--- src/rtl/pipe_ctrl_pkg.sv ---
// pipe_ctrl_pkg: shared types, forwarding select codes and RAW helper for the pipeline controller
package pipe_ctrl_pkg;
  localparam int REG_ADDR_W = 2;
  typedef enum logic [1:0] {RUN, MEM_WAIT, TIMEOUT} state_e;
  localparam logic [1:0] FWD_RF    = 2'b00;
  localparam logic [1:0] FWD_EXMEM = 2'b01;
  localparam logic [1:0] FWD_MEMWB = 2'b10;
  function automatic logic raw_hit(
    input logic [REG_ADDR_W-1:0] rd,
    input logic [REG_ADDR_W-1:0] rs1,
    input logic                  use1,
    input logic [REG_ADDR_W-1:0] rs2,
    input logic                  use2
  );
    return (use1 & (rd == rs1)) | (use2 & (rd == rs2));
  endfunction
endpackage

--- src/rtl/pipe_fwd_unit.sv ---
// pipe_fwd_unit: EX operand forward select; ex_rs_i vs MEM/WB destinations -> fwd_o (MEM wins over WB)
module pipe_fwd_unit
  import pipe_ctrl_pkg::*;
(
  input  logic [REG_ADDR_W-1:0] ex_rs_i,
  input  logic [REG_ADDR_W-1:0] mem_rd_i,
  input  logic                  mem_regwrite_i,
  input  logic [REG_ADDR_W-1:0] wb_rd_i,
  input  logic                  wb_regwrite_i,
  output logic [1:0]            fwd_o
);
  assign fwd_o = (mem_regwrite_i & (mem_rd_i == ex_rs_i)) ? FWD_EXMEM :
                 (wb_regwrite_i & (wb_rd_i == ex_rs_i))   ? FWD_MEMWB : FWD_RF;
endmodule

--- src/rtl/pipe_hazard_ctrl.sv ---
// pipe_hazard_ctrl: pipeline enables/flushes, load-use stall, memory-wait freeze with timeout, forward selects
// Inputs: ID/EX/MEM/WB register ids and write flags, mem_req/mem_ready, branch_taken; reset is sync active-low.
// Outputs: pc/stage enables, IF/ID and ID/EX flushes, fwd_a/fwd_b, sticky mem_timeout, saturating stall_cnt.
// Macro PIPE_HAZARD_CTRL_FWD_EN enables forwarding (stall becomes load-use only).
module pipe_hazard_ctrl
  import pipe_ctrl_pkg::*;
#(
  parameter int MEM_TIMEOUT = 15,
  parameter int STALL_CNT_W = 8
) (
  input  logic                   clk,
  input  logic                   reset,
  input  logic [REG_ADDR_W-1:0]  id_rs1,
  input  logic [REG_ADDR_W-1:0]  id_rs2,
  input  logic                   id_use_rs1,
  input  logic                   id_use_rs2,
  input  logic [REG_ADDR_W-1:0]  ex_rs1,
  input  logic [REG_ADDR_W-1:0]  ex_rs2,
  input  logic [REG_ADDR_W-1:0]  ex_rd,
  input  logic                   ex_regwrite,
  input  logic                   ex_memread,
  input  logic [REG_ADDR_W-1:0]  mem_rd,
  input  logic                   mem_regwrite,
  input  logic                   mem_req,
  input  logic                   mem_ready,
  input  logic [REG_ADDR_W-1:0]  wb_rd,
  input  logic                   wb_regwrite,
  input  logic                   branch_taken,
  output logic                   pc_en,
  output logic                   if_id_en,
  output logic                   id_ex_en,
  output logic                   ex_mem_en,
  output logic                   mem_wb_en,
  output logic                   if_id_flush,
  output logic                   id_ex_flush,
  output logic [1:0]             fwd_a,
  output logic [1:0]             fwd_b,
  output logic                   mem_timeout,
  output logic [STALL_CNT_W-1:0] stall_cnt
);
  state_e                 state_q, state_d;
  logic [7:0]             wait_q, wait_d;
  logic [STALL_CNT_W-1:0] stall_q, stall_d;
  logic                   mstall, hazard, run, hold;
  always_comb begin
    mstall = mem_req & ~mem_ready;
`ifdef PIPE_HAZARD_CTRL_FWD_EN
    hazard = ex_memread & ex_regwrite & raw_hit(ex_rd, id_rs1, id_use_rs1, id_rs2, id_use_rs2);
`else
    // without forwarding any in-flight producer blocks the consumer until it retires
    hazard = (ex_regwrite  & raw_hit(ex_rd,  id_rs1, id_use_rs1, id_rs2, id_use_rs2)) |
             (mem_regwrite & raw_hit(mem_rd, id_rs1, id_use_rs1, id_rs2, id_use_rs2)) |
             (wb_regwrite  & raw_hit(wb_rd,  id_rs1, id_use_rs1, id_rs2, id_use_rs2));
`endif
    // run: pipe may advance this cycle (MEM_WAIT with mem_ready behaves as RUN)
    run = reset & (state_q != TIMEOUT) & ~mstall;
    hold = run & ~branch_taken & hazard;
    pc_en = run & ~hold;
    if_id_en = run & ~hold;
    id_ex_en = run;
    ex_mem_en = run;
    mem_wb_en = run;
    if_id_flush = run & branch_taken;
    id_ex_flush = run & (branch_taken | hazard);
    mem_timeout = reset & (state_q == TIMEOUT);
    state_d = (state_q == TIMEOUT) ? TIMEOUT :
              !mstall ? RUN :
              (({1'b0, wait_q} + 9'd1) >= 9'(MEM_TIMEOUT)) ? TIMEOUT : MEM_WAIT;
    wait_d = (state_q == TIMEOUT) ? wait_q : mstall ? wait_q + 8'd1 : 8'd0;
    stall_d = (~pc_en & ~&stall_q) ? stall_q + 1'b1 : stall_q;
  end
  always_ff @(posedge clk) begin
    if (!reset) begin
      state_q <= RUN;
      wait_q <= '0;
      stall_q <= '0;
    end else begin
      state_q <= state_d;
      wait_q <= wait_d;
      stall_q <= stall_d;
    end
  end
  assign stall_cnt = stall_q;
`ifdef PIPE_HAZARD_CTRL_FWD_EN
  logic [1:0] fwd_a_w, fwd_b_w;
  pipe_fwd_unit u_fwd_a (
    .ex_rs_i(ex_rs1), .mem_rd_i(mem_rd), .mem_regwrite_i(mem_regwrite),
    .wb_rd_i(wb_rd), .wb_regwrite_i(wb_regwrite), .fwd_o(fwd_a_w)
  );
  pipe_fwd_unit u_fwd_b (
    .ex_rs_i(ex_rs2), .mem_rd_i(mem_rd), .mem_regwrite_i(mem_regwrite),
    .wb_rd_i(wb_rd), .wb_regwrite_i(wb_regwrite), .fwd_o(fwd_b_w)
  );
  assign fwd_a = reset ? fwd_a_w : FWD_RF;
  assign fwd_b = reset ? fwd_b_w : FWD_RF;
`else
  logic unused_ok;
  assign unused_ok = ^{ex_rs1, ex_rs2, ex_memread};
  assign fwd_a = FWD_RF;
  assign fwd_b = FWD_RF;
`endif
endmodule

--- config.mk ---
export PLATFORM = sky130hd
export DESIGN_NAME = pipe_hazard_ctrl
export DESIGN_NICKNAME = d
export VERILOG_FILES = /design/src/rtl/pipe_ctrl_pkg.sv /design/src/rtl/pipe_fwd_unit.sv /design/src/rtl/pipe_hazard_ctrl.sv
export SDC_FILE = /design/constraint.sdc
export NUM_CORES = 1
export LEC_CHECK = 0
export ABC_AREA = 0
export ABC_CLOCK_PERIOD_IN_PS = 2000
export BUFFER_PORTS_ARGS = -buffer_cell sky130_fd_sc_hd__buf_2
export CORE_MARGIN = 8
export CORE_UTILIZATION = 32
export DETAILED_ROUTE_END_ITERATION = 10
export RECOVER_POWER = 25
export SETUP_SLACK_MARGIN = 0.1
export SLEW_MARGIN = 20
export SYNTH_ARGS = -nofsm -noshare
export SYNTH_HDL_FRONTEND = slang
export SYNTH_SLANG_ARGS = --single-unit
export TNS_END_PERCENT = 50
--- constraint.sdc ---
create_clock -name clk -period 2 [get_ports clk]
set_input_delay 0.4 -clock clk [delete_from_list [all_inputs] [get_ports clk]]
set_output_delay 0.4 -clock clk [all_outputs]
set_load 0.05 [all_outputs]
== Yosys cells after proc, flatten, opt, wreduce, memory -nomap -nowiden ==
Cells that the tools add are included.

* Equality and inequality tests: 8
* Reduce and logical (&&, ||, !) cells: 3
* Shifts and indexed selects: 0
* Divide/modulo/power cells: 0
* $mul: 0
* Order comparisons: 1
* Add/sub/neg operators: 3
* Muxes and demuxes: 4
* Bitwise operators: 31

{| class="wikitable"
|+ Operator list
! cell !! number
|-
| $and A1 B1 Y1 || 19
|-
| $add A8 B1 Y8 const B || 2
|-
| $eq A2 B2 Y1 || 6
|-
| $add A8 B1 Y9 const B || 1
|-
| $ge A9 B4 Y1 const B || 1
|-
| $mux W8 || 1
|-
| $reduce_and A8 Y1 || 1
|-
| $mux W2 || 3
|-
| $not A1 Y1 || 6
|-
| $or A1 B1 Y1 || 6
|-
| $reduce_or A3 Y1 || 1
|-
| $eq A2 B2 Y1 const B || 1
|-
| $ne A2 B2 Y1 const B || 1
|-
| $logic_not A1 Y1 || 1
|}

* Logic and storage cells: 54
* Bits of input ports: 25
* Register bits after elaboration: 18
* RAM bits: 0
* Memories kept: 0
* Bits in read-only memories: 0
* Output and inout bits: 20
* Bits in latches: 0

== Logic depth before layout (Yosys ltp) ==
Gate-level depths: netlist of the first run.

* Word-level depth: 11
* Gate-level depth with buffers: 8
* Gate-level depth less buffers: 7

== Least setup slack after synthesis of the first run ==
No wires, ideal clock.

* Path kind: in2out
* From: input reset
* To: output pc_en
* Path slack: -1.239 ns
* Path buffers: 2
* Required time: 1.600 ns
* Arrival: 2.839 ns
* Stages: 6
* Cell sequence: buf_2 > inv_2 > nor3_1 > nand2_1 > inv_1 > buf_4

* Longest elaborated chain between the ends: 6

{| class="wikitable"
|+ RTL lines
! item !! line !! RTL
|-
| from (decl) || pipe_hazard_ctrl.sv:12 || <nowiki>input logic reset,</nowiki>
|-
| $and A1 B1 Y1 * (2 in series) || pipe_hazard_ctrl.sv:56 || <nowiki>run = reset & (state_q != TIMEOUT) & ~mstall;</nowiki>
|-
| via ex_mem_en || pipe_hazard_ctrl.sv:32 || <nowiki>output logic ex_mem_en,</nowiki>
|-
| $and A1 B1 Y1 (2 in series) || pipe_hazard_ctrl.sv:57 || <nowiki>hold = run & ~branch_taken & hazard;</nowiki>
|-
| $not A1 Y1 || - ||
|-
| $and A1 B1 Y1 * || - ||
|-
| to (decl) || pipe_hazard_ctrl.sv:29 || <nowiki>output logic pc_en,</nowiki>
|}

The timed path passes the listed nets; every way through them passes the cells marked *.

== Worst setup path after layout of the first run ==
* From: input id_rs2[1]
* To: output if_id_en

* Longest elaborated chain between the ends: 9
* Elaborated cells between the ends (all ways): 17
* Classes of those cells: 3 x eq/ne; 14 x bitwise

{| class="wikitable"
|+ RTL lines
! item !! line !! RTL
|-
| from (decl) || pipe_hazard_ctrl.sv:14 || <nowiki>input logic [REG_ADDR_W-1:0] id_rs2,</nowiki>
|-
| $eq A2 B2 Y1 || pipe_ctrl_pkg.sv:15 || <nowiki>return (use1 & (rd == rs1)) | (use2 & (rd == rs2));</nowiki>
|-
| $and A1 B1 Y1 || pipe_ctrl_pkg.sv:15 ||
|-
| $or A1 B1 Y1 || pipe_ctrl_pkg.sv:15 ||
|-
| $and A1 B1 Y1 (on tied branches) || pipe_hazard_ctrl.sv:51, pipe_hazard_ctrl.sv:52 ||
|-
| $or A1 B1 Y1 || pipe_hazard_ctrl.sv:51 || <nowiki>hazard = (ex_regwrite & raw_hit(ex_rd, id_rs1, id_use_rs1, id_rs2, id_use_rs2)) |</nowiki>
|-
| $or A1 B1 Y1 * || pipe_hazard_ctrl.sv:52 || <nowiki>(mem_regwrite & raw_hit(mem_rd, id_rs1, id_use_rs1, id_rs2, id_use_rs2)) |</nowiki>
|-
| $and A1 B1 Y1 * || pipe_hazard_ctrl.sv:57 ||
|-
| $not A1 Y1 * || pipe_hazard_ctrl.sv:59 || <nowiki>if_id_en = run & ~hold;</nowiki>
|-
| $and A1 B1 Y1 * || pipe_hazard_ctrl.sv:59 ||
|-
| to (decl) || pipe_hazard_ctrl.sv:30 || <nowiki>output logic if_id_en,</nowiki>
|}

Mark *: on every way between the ends. The rest lies on a longest branch, timed or not.

==> impl_metrics.tcl, run 1 <==
set metrics [dict create \
    yosys_warnings 0 \
    syn_inst 141 \
    core_area_um2 3390 \
    die_area_um2 5743 \
    drtIter0Drc 73 \
    slew_violations 0 \
    clock.fmax_mhz 523.6 \
    path_clk_slew_ns 0.11 \
    grt_pass1_vias 1137 \
    final_cell_mix "buf_2 (20), dfxtp_1 (18), o21ai_0 (13)" \
    hold_path_class "primary input to register" \
    dp_slack_ns -0.1096 \
    first_pass_iters 4 \
    die_height_um 75.78 \
    synth_area_per_cell_um2 8.111 \
    peakVddDrop_mv 0.1885 \
    finalWirelength_um 3010 \
    syn2layout_area_growth_pct 37.09 \
    r2r_setup_slack_ns 0.19 \
    vias_per_cell 4.996 \
    crit_path_max_fanout 3 \
    clkLatencyLatePin_ns 0.30 \
    multi_input_area_um2 784.5 \
    cts_tree "done" \
    routedWlPerCell_um 13.38 \
    cts-root-buf "clkbuf_4" \
    rsz0062_at_grt "true" \
    p_total_mw 0.8463 \
    route.detailed.drc 0 \
    critPathArrivalTime_ns 1.51 \
    slew_headroom 0.5632 \
    fin_ws_ns 0.09011 \
    diodes 0 \
    numCtsBuffers 3 \
    setup_viol 0 \
    final_common_cell "buf_2" \
    ys_seq_area_frac 0.3151 \
    whs_ns 0.4166 \
    overflow 0 \
    die_w_um 75.78 \
    powerDensity_nw_per_um2 539.8 \
    tightest_slew_ns 0.6551 \
    worstRegToRegCells 5 \
    portBuffers 35 \
    start_util 0.3374 \
    r2r_end "stall_cnt[7]" \
    hold_viol_final 0 \
    cp-end-kind "output pin" \
    synth_edf_count 0 \
    ctsHtreeMaxLevel 1 \
    critPathKind "primary input to output pin" \
    grt_util_all_layers 0.1056 \
    layout-drive-gt1-share 0.3408 \
    ys_ff_latch 18 \
    cp-start-kind "primary input" \
    r2r-start "stall_cnt[0]" \
    dpl.hpwl_um 2292 \
    cts_buffer_depth 2 \
    clock-sinks 18 \
    antenna_found_initial 0 \
    nFillCells 332 \
    grt_pass1_wl_um 4733 \
    gp_congestion 0.8733 \
    synth_cell_types 39 \
    stdcell_count 225 \
    outcome "completed" \
    seqCellArea_um2 360.3 \
    grt_max_degree 14 \
    dr_total_vias 1124 \
    fin_crit_sh 0.9549 \
    ys.flop_type "dfxtp_1" \
    leakage_nw 0.6646 \
    synthArstFlopShare 0 \
    worstSetupStartpoint "id_rs2[1]" \
    pin_count 45 \
    drv_cap 0 \
    endpoint "if_id_en" \
    placed_cells 218 \
    ant_nets 0 \
    crit_required_ns 1.60 \
    fin_nets 209 \
    synth_area_um2 1144 \
    row_count 21 \
    ctsHoldBuffers 0 \
    finClkSkew_ns 0.01147 \
    period_needed_ns 1.910 \
]
[synth_stat cells, types with 3 or more instances]
| library cell | number | share of area |
|---|---|---|
| dfxtp_1 | 18 | 0.32 |
| o21ai_0 | 13 | 0.057 |
| nand2_1 | 12 | 0.039 |
| nand3_1 | 12 | 0.053 |
| xnor2_1 | 12 | 0.092 |
| and3_1 | 7 | 0.038 |
| buf_4 | 7 | 0.046 |
| inv_1 | 6 | 0.020 |
| nor2b_1 | 5 | 0.027 |
| xor2_1 | 4 | 0.031 |
| ha_1 | 3 | 0.033 |
| nand4_1 | 3 | 0.016 |
| nor3_1 | 3 | 0.013 |
| o21ai_2 | 3 | 0.023 |
| o31ai_1 | 3 | 0.020 |
| or3_1 | 3 | 0.016 |
[worst min-delay path by stage]
stage                   endpoint  slack, ns  cells past startpoint         start
global route        stall_cnt[4]       0.42                      2         reset
floorplan              wait_q[5]       0.47                      2     wait_q[5]
finish              stall_cnt[6]       0.42                      2         reset
detailed placement     wait_q[7]       0.50                      1     wait_q[7]
global placement    stall_cnt[5]       0.48                      2  stall_cnt[5]
CTS                 stall_cnt[6]       0.41                      2         reset
[final cells by class]
cell class / count / share of cell area
sequential: 18 / 0.2298
multi-input combinational: 109 / 0.5004
timing repair buffer: 42 / 0.1979
inverter: 7 / 0.02075
clock buffer: 3 / 0.01437
tap: 46 / 0.03671
[per-stage QoR]
stage          utilization  cell area, um2  setup TNS (ns)
3_5_place_dp        0.4049            1373         -0.5167
5_1_grt             0.4625            1568               0
3_3_place_gp        0.4049            1373         -0.1793
2_1_floorplan            -            1200        -0.08897
4_1_cts             0.4230            1434               0
6_report            0.4625            1568               0
[registers in the layout, summed over array words and instances, names as in the netlist]
name / cells
stall_cnt: 8
wait_q: 8
state_q: 2
[critical path, cell delays in order]
cell	delay, ns
buf_6	0.11
xnor2_2	0.13
nand4_1	0.09
o21ai_2	0.07
o31ai_2	0.31
nand2_2	0.12
clkinvlp_4	0.13
buf_8	0.15
[report_power, final]
group / switching, mW / leakage, nW / internal [mW]
logic: 0.167 / 0.505 / 0.112
registers: 0.0122 / 0.146 / 0.368
clock network: 0.117 / 0.0138 / 0.0701
total: 0.296 / 0.665 / 0.551
[routing by layer]
metal,track usage,part of all wire
met1,0.1076,0.39
met2,0.1968,0.52
met3,0.03684,0.074
met4,0.02985,0.015
met5,0,0
[cells by family after synthesis]
| family | Yosys count | share of synthesized area |
|---|---|---|
| compound gates | 34 | 0.1991 |
| other cells | 1 | 0.003279 |
| buf+inv | 17 | 0.08642 |
| xor+xnor | 16 | 0.1225 |
| mux | 1 | 0.008753 |
| simple gates | 51 | 0.2320 |
| fa+ha+maj | 3 | 0.03283 |
| flops | 18 | 0.3151 |
[repair_timing]
action | 4_1_cts | 5_1_grt
pin swaps | 1 | 11
endpoints found under the setup margin | 4 | 6
gates cloned | 0 | 0
resized for setup | 6 | 31
setup buffers | 2 | 2
(Power assumes the default switching activity.)
==> inputs of run 2 (changes only) <==
==> constraint.sdc (replaced) <==
create_clock -name clk -period 2 [get_ports clk]
set_input_delay 0.3 -clock clk [delete_from_list [all_inputs] [get_ports clk]]
set_output_delay 0.3 -clock clk [all_outputs]
set_load 0.05 [all_outputs]
==> run 2 against run 1 <==
Critical path depth fell by 3. Final cell count fell by 2.2%. Clock skew fell by 0.0077 ns. Die area did not move. Utilization fell by 5.4 points. Critical endpoint is now stall_cnt[5]. Total power fell by 2.5%.
==> impl_metrics.tcl, run 2 (synthesis results as in run 1) <==
set metrics [dict create \
    outcome "completed" \
    first_pass_iters 4 \
    clock.fmax_mhz 542.9 \
    cts-root-buf "clkbuf_4" \
    cts_buffer_depth 2 \
    antenna_found_initial 0 \
    hold_path_class "primary input to register" \
    peakVddDrop_mv 0.2937 \
    grtUsageMet1 0.1006 \
    die_height_um 75.78 \
    die_area_um2 5743 \
    grt_pass1_wl_um 4581 \
    dp_slack_ns 0.05876 \
    gp_congestion 0.9067 \
    crit_path_max_fanout 11 \
    slew_violations 0 \
    cp-start-kind "register" \
    clkLatencyLatePin_ns 0.29 \
    hold-path-cell-count 2 \
    fin_nets 203 \
    setup_viol 0 \
    crit_required_ns 2.23 \
    whs_ns 0.3129 \
    drtIter0Drc 47 \
    nFillCells 354 \
    dpl.hpwl_um 2263 \
    diodes 0 \
    r2r_setup_slack_ns 0.16 \
    critPathKind "register to register" \
    fin_ws_ns 0.1581 \
    finClkSkew_ns 0.003726 \
    crit_slowest_cell "a32o_1" \
    grt_pass1_vias 1110 \
    place_area_um2 1341 \
    overflow 0 \
    row_count 21 \
    fin_crit_sh 0.9210 \
    grt_max_degree 14 \
    ctsHtreeMaxLevel 1 \
    vias_per_cell 4.955 \
    crit_family "simple AND/OR/NAND/NOR gates" \
    cts_tree "done" \
    clock-sinks 18 \
    route.detailed.drc 0 \
    tightest_slew_ns 0.6162 \
    cts_setup_buffers 0 \
    routedWlPerCell_um 12.49 \
    fin_area_um2 1385 \
    pin_count 45 \
    path_buf_inv 0 \
    ant_nets 0 \
    critPathArrivalTime_ns 2.07 \
    layout-drive-gt1-share 0.2586 \
    dr_total_vias 1090 \
    use_met2 0.1911 \
    period_needed_ns 1.842 \
    syn2layout_area_growth_pct 21.12 \
    drv_cap 0 \
    use_met3 0.03158 \
    leakage_nw 0.5831 \
    die_w_um 75.78 \
    utilization 0.4086 \
    core_area_um2 3390 \
    numCtsBuffers 3 \
    final_cell_mix "buf_2 (29), dfxtp_1 (18), o21ai_0 (13)" \
    busiest_layer "met2" \
    p_total_mw 0.8256 \
    powerDensity_nw_per_um2 596.1 \
    cp-end-kind "register" \
    path_clk_slew_ns 0.10 \
    start_util 0.3374 \
    portBuffers 35 \
    worstRegToRegCells 5 \
    final_common_cell "buf_2" \
    crit_cells 5 \
    hold_viol_final 0 \
    finalWirelength_um 2748 \
    slew_headroom 0.5892 \
    path_cells "ha_1, and3_1, a32o_1, or3_1, a21oi_1" \
    critPathMaxStageDelay_ns 0.40 \
    rsz0062_at_grt "true" \
    grt_util_all_layers 0.1007 \
    ctsHoldBuffers 0 \
]
-- run 2: changes by cell type in the layout (fill, tap and decap cells not counted), moves of 2 or more --
cell / previous run / this run
buf_4: 8 / 2
xnor2_1: 7 / 12
buf_8: 4 / 0
buf_2: 20 / 29
xor2_2: 2 / 0
xnor2_2: 5 / 0
buf_6: 7 / 0
xor2_1: 2 / 4
-- run 2: layer usage --
layer	routed length [um]	vias up
met4	23	0
met5	0	-
met1	1101	508
met3	169	2
met2	1455	25
li1	-	555
-- run 2: metrics by stage --
stage	TNS, ns	instances
after floorplan	-0.1474	144
after global placement	0	216
after detailed placement	0	216
after CTS	0	220
after global routing	0	220
final	0	220
-- run 2: cell type report --
type / count / area, um2 / share of cell area
Inverter: 7 / 26.28 / 0.01897
Multi-Input combinational cell: 109 / 721.9 / 0.5212
Sequential cell: 18 / 360.3 / 0.2602
Clock buffer: 4 / 36.28 / 0.02620
Timing Repair Buffer: 36 / 182.7 / 0.1319
Tap cell: 46 / 57.56 / 0.04155
-- run 2: path summary, 6_finish.rpt --
path | from | endpoint
worst min-delay path | reset | stall_cnt[4]
worst max register to register | stall_cnt[0] | stall_cnt[5]
worst max-delay path | stall_cnt[0] | stall_cnt[5]
worst min register to register | wait_q[6] | wait_q[6]
-- run 2: where the power goes --
group          leakage (nW)  internal (mW)  switching (mW)
sequential            0.146          0.368          0.0137
combinational         0.416         0.0691           0.152
clock                0.0210          0.111           0.112
-- run 2: what timing repair did --
action,4_1_cts,5_1_grt
endpoints found under the setup margin,2,7
resized for setup,0,5
pin swaps,0,1
endpoints found under the hold margin,0,0
-- run 2: worst reg2reg max path: stages (launching register included) --
cell     delay, ns
dfxtp_1       0.37
ha_1          0.25
and3_1        0.21
a32o_1        0.40
or3_1         0.40
a21oi_1       0.15
